`src/rtl/line_packer_pkg.sv`:
```
// line_packer_pkg: shared widths, FSM state encoding, descriptor layout and
// the size-field encoder used by line_packer and desc_fifo.
package line_packer_pkg;

    localparam int unsigned WORD_W         = 16;
    localparam int unsigned WORDS_PER_LINE = 16;
    localparam int unsigned LINE_W         = WORD_W * WORDS_PER_LINE;
    localparam int unsigned WCNT_W         = 4;
    localparam int unsigned ADDR_W         = 8;
    localparam int unsigned DESC_W         = 16;

    typedef enum logic [1:0] {
        S_WAIT   = 2'd0,
        S_FILL   = 2'd1,
        S_COMMIT = 2'd2
    } state_t;

    // Descriptor written into table A: size 0 encodes a full 16-word line.
    typedef struct packed {
        logic [3:0] pad;
        logic [3:0] size;
        logic [7:0] line;
    } desc_t;

    // Word count (1..16) to 4-bit size field; 16 wraps to 0.
    function automatic logic [3:0] size_encode(input logic [4:0] nwords);
        return nwords[3:0];
    endfunction

endpackage

```
`src/rtl/desc_fifo.sv`:
```
// desc_fifo: synchronous FIFO of committed line indices.
// Ports:
//   aclk, reset_p      clock, asynchronous active-high reset (empties FIFO)
//   push, push_data    write side; push is ignored while full
//   pop, pop_data      read side; pop_data shows the head, 0 when empty
//   full, empty        occupancy flags
module desc_fifo
    import line_packer_pkg::*;
#(
    parameter int unsigned DEPTH = 256,
    parameter int unsigned WIDTH = ADDR_W
) (
    input  logic             aclk,
    input  logic             reset_p,
    input  logic             push,
    input  logic [WIDTH-1:0] push_data,
    input  logic             pop,
    output logic [WIDTH-1:0] pop_data,
    output logic             full,
    output logic             empty
);

    localparam int unsigned AW = (DEPTH > 1) ? $clog2(DEPTH) : 1;
    localparam int unsigned CW = $clog2(DEPTH) + 1;

    logic [WIDTH-1:0] mem [DEPTH];
    logic [AW-1:0]    wr_ptr;
    logic [AW-1:0]    rd_ptr;
    logic [CW-1:0]    count;
    logic             do_push;
    logic             do_pop;

    assign full     = (count == CW'(DEPTH));
    assign empty    = (count == '0);
    assign do_push  = push & ~full;
    assign do_pop   = pop & ~empty;
    assign pop_data = empty ? '0 : mem[rd_ptr];

    // Storage array is not reset; validity is tracked by count.
    always_ff @(posedge aclk) begin
        if (do_push) begin
            mem[wr_ptr] <= push_data;
        end
    end

    // Pointers and occupancy.
    always_ff @(posedge aclk or posedge reset_p) begin
        if (reset_p) begin
            wr_ptr <= '0;
            rd_ptr <= '0;
            count  <= '0;
        end else begin
            if (do_push) begin
                wr_ptr <= wr_ptr + AW'(1);
            end
            if (do_pop) begin
                rd_ptr <= rd_ptr + AW'(1);
            end
            case ({do_push, do_pop})
                2'b10:   count <= count + CW'(1);
                2'b01:   count <= count - CW'(1);
                default: count <= count;
            endcase
        end
    end

endmodule

```
`src/rtl/line_packer.sv`:
```
// line_packer: packs a 16-bit word stream into 256-bit lines (up to 16
// words), writes each line to memory B and a descriptor to table A, and
// streams the committed line index to the reader. A line-credit counter,
// replenished by crd_return, stalls input when no free line is left.
// Optional macro LINE_PACKER_TIMEOUT_EN: force-close a partial line after
// TIMEOUT idle cycles.
// Ports:
//   aclk, reset_p                    clock, asynchronous active-high reset
//   in_tdata/tvalid/tready/tlast     input word stream
//   wr_b_addr/data/we                line memory write port
//   wr_a_addr/data/we                descriptor table write port
//   out_tdata/tvalid/tready          committed line index stream
//   crd_return                       one freed line per pulse
//   crd_cnt                          free-line credits
module line_packer
    import line_packer_pkg::*;
#(
    parameter int unsigned LINES   = 256,
    parameter int unsigned TIMEOUT = 64
) (
    input  logic                   aclk,
    input  logic                   reset_p,
    input  logic [WORD_W-1:0]      in_tdata,
    input  logic                   in_tvalid,
    output logic                   in_tready,
    input  logic                   in_tlast,
    output logic [ADDR_W-1:0]      wr_b_addr,
    output logic [LINE_W-1:0]      wr_b_data,
    output logic                   wr_b_we,
    output logic [ADDR_W-1:0]      wr_a_addr,
    output logic [DESC_W-1:0]      wr_a_data,
    output logic                   wr_a_we,
    output logic [ADDR_W-1:0]      out_tdata,
    output logic                   out_tvalid,
    input  logic                   out_tready,
    input  logic                   crd_return,
    output logic [$clog2(LINES):0] crd_cnt
);

    localparam int unsigned PTR_W = (LINES > 1) ? $clog2(LINES) : 1;
    localparam int unsigned CRD_W = $clog2(LINES) + 1;
    localparam logic [CRD_W-1:0] CRD_MAX = CRD_W'(LINES);

    // Elaboration-time parameter legality.
    if (LINES < 2 || LINES > 256 || (LINES & (LINES - 1)) != 0) begin : g_bad_lines
        $error("line_packer: LINES must be a power of two in 2..256");
    end
    if (TIMEOUT == 0) begin : g_bad_timeout
        $error("line_packer: TIMEOUT must be non-zero");
    end

    state_t            state;
    logic [PTR_W-1:0]  line_ptr;
    logic [WCNT_W-1:0] wcnt;
    logic [LINE_W-1:0] acc;

    logic              accept_c;
    logic              close_c;
    logic              timeout_c;
    logic              commit_c;
    logic [LINE_W-1:0] acc_merge_c;
    logic [LINE_W-1:0] commit_data_c;
    logic [3:0]        commit_size_c;
    desc_t             commit_desc_c;
    logic [CRD_W-1:0]  crd_next_c;

    logic              fifo_push;
    logic              fifo_full;
    logic              fifo_empty;

    assign accept_c = in_tvalid & in_tready;
    assign close_c  = accept_c & (in_tlast | (wcnt == WCNT_W'(WORDS_PER_LINE - 1)));

`ifdef LINE_PACKER_TIMEOUT_EN
    localparam int unsigned IDLE_W = $clog2(TIMEOUT + 1);
    logic [IDLE_W-1:0] idle;

    // Fires on the TIMEOUT-th consecutive idle cycle of a non-empty line.
    assign timeout_c = (state == S_FILL) & ~accept_c & (wcnt != '0) &
                       (idle == IDLE_W'(TIMEOUT - 1));
`else
    assign timeout_c = 1'b0;
`endif

    assign commit_c = close_c | timeout_c;

    // Accumulator with the incoming word dropped into slot wcnt.
    always_comb begin
        acc_merge_c = acc;
        acc_merge_c[wcnt * WORD_W +: WORD_W] = in_tdata;
    end

    // Line content and size for a word-closed or timeout-closed line.
    always_comb begin
        commit_data_c = acc_merge_c;
        commit_size_c = size_encode(5'(wcnt) + 5'd1);
        if (!accept_c) begin
            commit_data_c = acc;
            commit_size_c = size_encode(5'(wcnt));
        end
        commit_desc_c = '{pad: 4'h0, size: commit_size_c, line: ADDR_W'(line_ptr)};
    end

    // Credit update: commit consumes, return frees, both at once cancel.
    always_comb begin
        crd_next_c = crd_cnt;
        if ((state == S_COMMIT) && !crd_return) begin
            crd_next_c = crd_cnt - CRD_W'(1);
        end else if (crd_return && (state != S_COMMIT) && (crd_cnt != CRD_MAX)) begin
            crd_next_c = crd_cnt + CRD_W'(1);
        end
    end

    // Control FSM, accumulator and registered write ports.
    always_ff @(posedge aclk or posedge reset_p) begin
        if (reset_p) begin
            state     <= S_FILL;
            in_tready <= 1'b1;
            line_ptr  <= '0;
            wcnt      <= '0;
            acc       <= '0;
            crd_cnt   <= CRD_MAX;
            wr_b_we   <= 1'b0;
            wr_a_we   <= 1'b0;
            wr_b_addr <= '0;
            wr_a_addr <= '0;
            wr_b_data <= '0;
            wr_a_data <= '0;
`ifdef LINE_PACKER_TIMEOUT_EN
            idle      <= '0;
`endif
        end else begin
            wr_b_we <= 1'b0;
            wr_a_we <= 1'b0;
            crd_cnt <= crd_next_c;
            case (state)
                S_WAIT: begin
                    if (crd_cnt != '0) begin
                        state     <= S_FILL;
                        in_tready <= 1'b1;
                    end
                end
                S_FILL: begin
                    if (accept_c) begin
                        acc  <= acc_merge_c;
                        wcnt <= wcnt + WCNT_W'(1);
                    end
`ifdef LINE_PACKER_TIMEOUT_EN
                    if (accept_c || (wcnt == '0)) begin
                        idle <= '0;
                    end else begin
                        idle <= idle + IDLE_W'(1);
                    end
`endif
                    if (commit_c) begin
                        state     <= S_COMMIT;
                        in_tready <= 1'b0;
                        wr_b_we   <= 1'b1;
                        wr_a_we   <= 1'b1;
                        wr_b_addr <= ADDR_W'(line_ptr);
                        wr_a_addr <= ADDR_W'(line_ptr);
                        wr_b_data <= commit_data_c;
                        wr_a_data <= commit_desc_c;
                    end
                end
                S_COMMIT: begin
                    acc      <= '0;
                    wcnt     <= '0;
                    line_ptr <= line_ptr + PTR_W'(1);
`ifdef LINE_PACKER_TIMEOUT_EN
                    idle     <= '0;
`endif
                    if (crd_next_c != '0) begin
                        state     <= S_FILL;
                        in_tready <= 1'b1;
                    end else begin
                        state     <= S_WAIT;
                    end
                end
                default: begin
                    state     <= S_WAIT;
                    in_tready <= 1'b0;
                end
            endcase
        end
    end

    // Index of the line being committed; wr_a_addr still holds it here.
    assign fifo_push  = (state == S_COMMIT);
    assign out_tvalid = ~fifo_empty;

    desc_fifo #(
        .DEPTH (LINES),
        .WIDTH (ADDR_W)
    ) u_desc_fifo (
        .aclk      (aclk),
        .reset_p   (reset_p),
        .push      (fifo_push),
        .push_data (wr_a_addr),
        .pop       (out_tvalid & out_tready),
        .pop_data  (out_tdata),
        .full      (fifo_full),
        .empty     (fifo_empty)
    );

    // Outstanding descriptors are bounded by held lines, so this never fires.
    a_no_overflow: assert property (@(posedge aclk) disable iff (reset_p)
                                    !(fifo_push && fifo_full));

endmodule

```
`config.mk`:
```
export PLATFORM = sky130hd
export DESIGN_NAME = line_packer
export DESIGN_NICKNAME = d
export VERILOG_FILES = /design/src/rtl/line_packer_pkg.sv /design/src/rtl/desc_fifo.sv /design/src/rtl/line_packer.sv
export SDC_FILE = /design/constraint.sdc
export NUM_CORES = 2
export LEC_CHECK = 0
export CAP_MARGIN = 20
export CELL_PAD_IN_SITES_DETAIL_PLACEMENT = 1
export CELL_PAD_IN_SITES_GLOBAL_PLACEMENT = 2
export CORE_UTILIZATION = 27
export DETAILED_ROUTE_END_ITERATION = 8
export PLACE_DENSITY = 0.61
export SLEW_MARGIN = 15
export SYNTH_ARGS = -nofsm -noshare
export SYNTH_HDL_FRONTEND = slang
export SYNTH_SLANG_ARGS = --single-unit
```
`constraint.sdc`:
```
create_clock -name aclk -period 25 [get_ports aclk]
set_clock_uncertainty 0.1 [all_clocks]
set_input_delay 2.5 -clock aclk [delete_from_list [all_inputs] [get_ports aclk]]
set_output_delay 2.5 -clock aclk [all_outputs]
set_load 0.005 [all_outputs]
```
Word level (Yosys, flattened, before mapping):

Memories as Yosys holds them, arrays and structs flattened.
Cells that the tools add are included.

* flip-flop bits (word level): 582
* bits in latches: 0
* memory bits (writable): 2048
* ROM bits: 0
* bits of input ports: 22
* output and inout port bits: 309
* logic and storage cells: 82
* memories kept: 1

* add/sub/neg operators: 10
* multiply operators: 0
* div/mod/pow operators: 0
* $lt $le $gt $ge: 0
* equality and inequality tests: 12
* shifts and indexed selects: 2
* multiplexer cells: 22
* bitwise logic cells: 8
* reductions and logical operators: 14

Memories
* u_desc_fifo.mem: words 256, bits a word 8, read ports 1, clocked after Yosys merged registers in 0, write ports 1, RTL line desc_fifo.sv:26 `logic [WIDTH-1:0] mem [DEPTH];`

Operators by type and width (count)
* $pmux W256 S2: 1
* $bwmux W256: 1
* $mux W256: 1
* $shift A16 B34 Y256 const A: 1
* $shiftx A16 B34 Y256: 1
* $neg A8 Y34: 1
* $add A8 B1 Y8 const B: 3
* $add A9 B1 Y9 const B: 2
* $mux W9: 2
* $pmux W9 S2: 1
* $reduce_bool A9 Y1: 2
* $sub A9 B1 Y9 const B: 2
* $ne A2 B2 Y1 const B: 5
* $eq A9 B9 Y1 const B: 1
* $logic_not A9 Y1: 1
* $ne A9 B9 Y1 const B: 1
* $add A4 B1 Y4 const B: 2
* $mux W1: 8
* $mux W4: 2
* $mux W8: 1
* $pmux W4 S2: 1
* $pmux W2 S3: 1
* $reduce_and A2 Y1: 3
* $and A1 B1 Y1: 5
* other kinds (12): 19

Logic depth before layout (Yosys ltp):

* word-level depth: 8
* depth in mapped cells: 19
* depth with buffers taken out: 15

By module:

From an unflattened synthesis, not the netlist that was laid out.

* cell total of the unflattened synthesis: 6480
* area total of the unflattened synthesis: 105839.0 sq um

Modules (own cells, without submodules)
* desc_fifo: instances 1, cells an instance 4017, area each 81519.4 sq um, seq. area each 62124.6 sq um
* line_packer: instances 1, cells an instance 2463, area each 24319.6 sq um, seq. area each 13741.9 sq um

Worst setup path after synthesis:

Ideal clock, no wire load.

* path kind: reg2out
* start: register wr_a_addr[0] (netlist name)
* end: output port wr_a_data[0]
* arrival: 3.665 ns
* data required time: 22.400 ns
* setup slack: 18.735 ns
* stages on the path, launching flop included: 2
* path buffers: 1
* cells stage by stage: dfrtp_1 buf_4

RTL lines
* end: declaration: RTL line line_packer.sv:31 `output logic [DESC_W-1:0] wr_a_data,`

Final worst setup path:

* start: register u_desc_fifo.rd_ptr[0]
* end: output port out_tdata[7]

* cells in the longest elaborated chain, start to end: 2

Ends and longest elaborated chain
* start: declaration: RTL line desc_fifo.sv:28 `logic [AW-1:0] rd_ptr;`
* start signal: assignment: RTL line desc_fifo.sv:57 `rd_ptr <= rd_ptr + AW'(1);`
* $mem_v2 Z256 W8
* $mux W8: RTL line desc_fifo.sv:37 `assign pop_data = empty ? '0 : mem[rd_ptr];`
* end: declaration: RTL line line_packer.sv:33 `output logic [ADDR_W-1:0] out_tdata,`

No other way between the ends.

==> results by group <==
Timing
  – Period utilization: 42.3%
  – Final hold violation count: 0
  – Slew margin rel.: 16.9%
  – Setup tns final: 0 ps
  – Tmin final: 10580 ps
  – RSZ-0062 raised after global routing: no
  – Fmax: 94.5 MHz
  – Max-slew violations: 0
  – Finish-stage setup viols: 0
  – Worst-margin pin slew: 1230 ps

Clocking
  – Hold Buf Count CTS: 0
  – Clk Latency, worst-skew pair: 910 ps
  – PostCTS Resize Cnt: 0
  – H-tree levels: 5
  – CTS sink cnt: 2622
  – Clock slew seen by the registers of the worst setup and hold paths: 60 ps
  – Post-CTS Setup Bufs: 0
  – Clock tree from TritonCTS: built
  – Clock Tree Root: clkbuf_16
  – Num CTS Buffers: 301
  – Max clock buf depth: 4

Worst hold path
  – Worst Hold Class: reg2reg
  – HP Start: wr_b_data[101]

Critical path
  – Startpoint Class: flip-flop
  – Crit Path Max Fanout: 98
  – CP startpoint: u_desc_fifo.rd_ptr[0]
  – WS Path Type: reg2out
  – Worst endpoint required time: 22400 ps
  – FF-to-FF Start: u_desc_fifo.count[6]
  – Worst Path Arrival: 7980 ps
  – Critical path endpoint category: primary output

Detailed routing
  – DRC viols: 246
  – Vias: 61.4k
  – Routed WL per cell: 28.1 µm
  – Initial DRC Count: 5516
  – Routed wire length: 347000 µm
  – Vias per cell: 4.99
  – Drt pass-1 iters: 9
  – Final ANT Viol Nets: 0

GRT
  – GR Util met3: 2.39%
  – Busiest grt layer: met2
  – Routing usage on met2: 28.1%
  – Initial antenna violation count: 20
  – Met1 usage: 24.0%
  – First-pass GRT wire length: 489000 µm
  – Vias in the first global route: 63.0k
  – Gr usage total: 17.2%
  – Largest net degree at the start of global routing: 158
  – GR Overflow Total: 0

Pwr
  – Leak pwr: 41.5 nW
  – Total power: 13.7 mW
  – Power density cells: 111 nW/µm²
  – Peak VDD IR: 0.0813 mV

Finish
  – # nets final: 6920
  – Layout cell share with drive strength beyond 1: 16.1%
  – Area Growth Syn to Fin: 17.8%

Floorplanning
  – Die X: 627 µm
  – Die Ht: 627 µm
  – Core area: 389000 µm²
  – Initial Util: 27.1%
  – Top-level port count: 331
  – Standard-cell row count: 229
  – Die Area: 393000 µm²

Outcome
  – Status: finished with violations
  – Violated checks: design-rule violations

Synth
  – Gate Count Post-Synth: 6540
  – Post-synth ARST share: 21.9%
  – Distinct cells, synth: 80
  – Largest area contributor in the netlist: edfxtp_1
  – Yosys warnings: 0
  – Top cell type's share of synthesized area: 58.3%
  – Top FF cell, synth: edfxtp_1
  – Sequential element share of the synthesized area: 71.9%
  – Post-synth top cells: 2048 x edfxtp_1, 603 x nand2_1, 571 x dfrtp_1, 540 x nor2_1, 430 x mux4_2
  – #FFs+latches synth: 2622
  – Post-synth EDFFs: 2048
  – Ranking of synthesized cells by area: edfxtp_1 58%, dfrtp_1 14%, mux4_2 9.2%, mux2i_1 2.9%, nand2_1 2.1%
  – Synth Area per Inst: 16.1 µm²
  – Most common cell in the netlist: edfxtp_1
  – Post-Syn Area: 105000 µm²

Placement
  – Final GP Congestion: 0.802
  – Dpl hpwl: 218000 µm
  – Port Buffers: 326

Flow run
  – Max_cap viols: 0
metrics by stage:
step                      hold WS, ps  util [%]  area (µm²)  instances  worst slack [ps]
after detailed placement          370      29.4      115000      11800             15120
after global placement            362      29.4      114000      11700             15120
final                             377      32.0      124000      12300             14420
after floorplan                   345         -      106000       6543              6350
after CTS                         383      31.9      124000      12300             14130
after global routing              393      32.0      124000      12300             13750
kinds of logic after synthesis:
family	after synthesis	share of synthesized area, %
XOR/XNOR	41	0.340
flip-flops	2622	71.9
AND/OR/NAND/NOR	1377	5.36
adder cells (fa/ha/maj)	23	0.273
multiplexers	746	12.2
AO/OA/AOI/OAI	1216	7.45
other	1	0.00355
buffers and inverters	514	2.46
cells in the final DEF, fill, tap and decap left out, types with 13 or more instances in the layout:
cell type,instances
edfxtp_1,2048
nand2_1,597
dfrtp_1,557
nor2_1,534
mux4_2,430
o21ai_0,425
clkdlybuf4s50_1,326
mux2i_1,304
clkbuf_16,304
a21oi_1,257
buf_4,166
o2bb2ai_1,118
a22oi_1,93
a221oi_1,76
clkbuf_1,67
a32oi_1,63
clkinv_2,59
nor3_1,53
nand3_1,51
clkinv_1,35
xnor2_1,26
nor2b_1,23
ha_1,22
a211oi_1,21
bufinv_16,20
inv_1,19
a31oi_1,19
clkbuf_8,18
a22o_1,17
a221o_1,16
xor2_1,15
nand4_1,15
inv_6,15
nand2b_1,14
clkinv_8,14
o22ai_1,13
o221ai_1,13
worst paths after layout:
kind | end | slack (ps) | cells past startpoint
worst max-delay path | out_tdata[7] | 14420 | 11
worst min-delay path | wr_b_data[101] | 380 | 2
worst max register to register | u_desc_fifo.count[8] | 19590 | 14
worst min register to register | wr_b_data[101] | 380 | 2
max in group asynchronous | acc[91] | 20630 | 5
min in group asynchronous | wr_b_data[150] | 2050 | 2
sequential cells by signal, indices dropped and copies added (netlist names):
signal	count
u_desc_fifo.rd_ptr	8
acc	256
u_desc_fifo.count	9
line_ptr	8
crd_cnt	9
state	2
wcnt	4
in_tready	1
u_desc_fifo.wr_ptr	8
wr_b_data	256
u_desc_fifo.mem	2048
wr_a_addr	7
wr_a_we	1
wr_a_data	5
area by class of cell:
type | count | area (µm²)
diodes | 2 | 5.00
clock buffers | 389 | 8110
clock inverters | 154 | 1550
fillers | 40300 | 265000
inverters | 26 | 115
multi-input cells | 3407 | 27200
flip-flops and latches | 2622 | 75900
well taps | 5197 | 6500
repair buffers | 517 | 4890
routing by layer:
metal | up-vias | wire length (µm)
met3 | 418 | 19100
met2 | 1846 | 163000
met1 | 33000 | 155000
met5 | - | 38
met4 | 6 | 9230
li1 | 26200 | -
worst max-delay path: stages (launching register included):
cell and delay (ps):
dfrtp_4 780, buf_4 600, buf_4 740, buf_12 630, buf_12 620, buf_4 760, mux4_2 600, mux4_2 490
a21oi_1 550, o211ai_1 160, a32o_1 340, clkdlybuf4s50_1 490
power breakdown:
| part | total [mW] | internal [mW] | switching (mW) | leakage, nW |
|---|---|---|---|---|
| Combinational | 3.78 | 1.39 | 2.40 | 11.0 |
| Sequential | 5.58 | 5.19 | 0.399 | 25.7 |
| Clock | 4.38 | 2.51 | 1.87 | 4.74 |
| Total | 13.7 | 9.08 | 4.66 | 41.5 |
No activity file was read; power rests on OpenSTA's default activity.
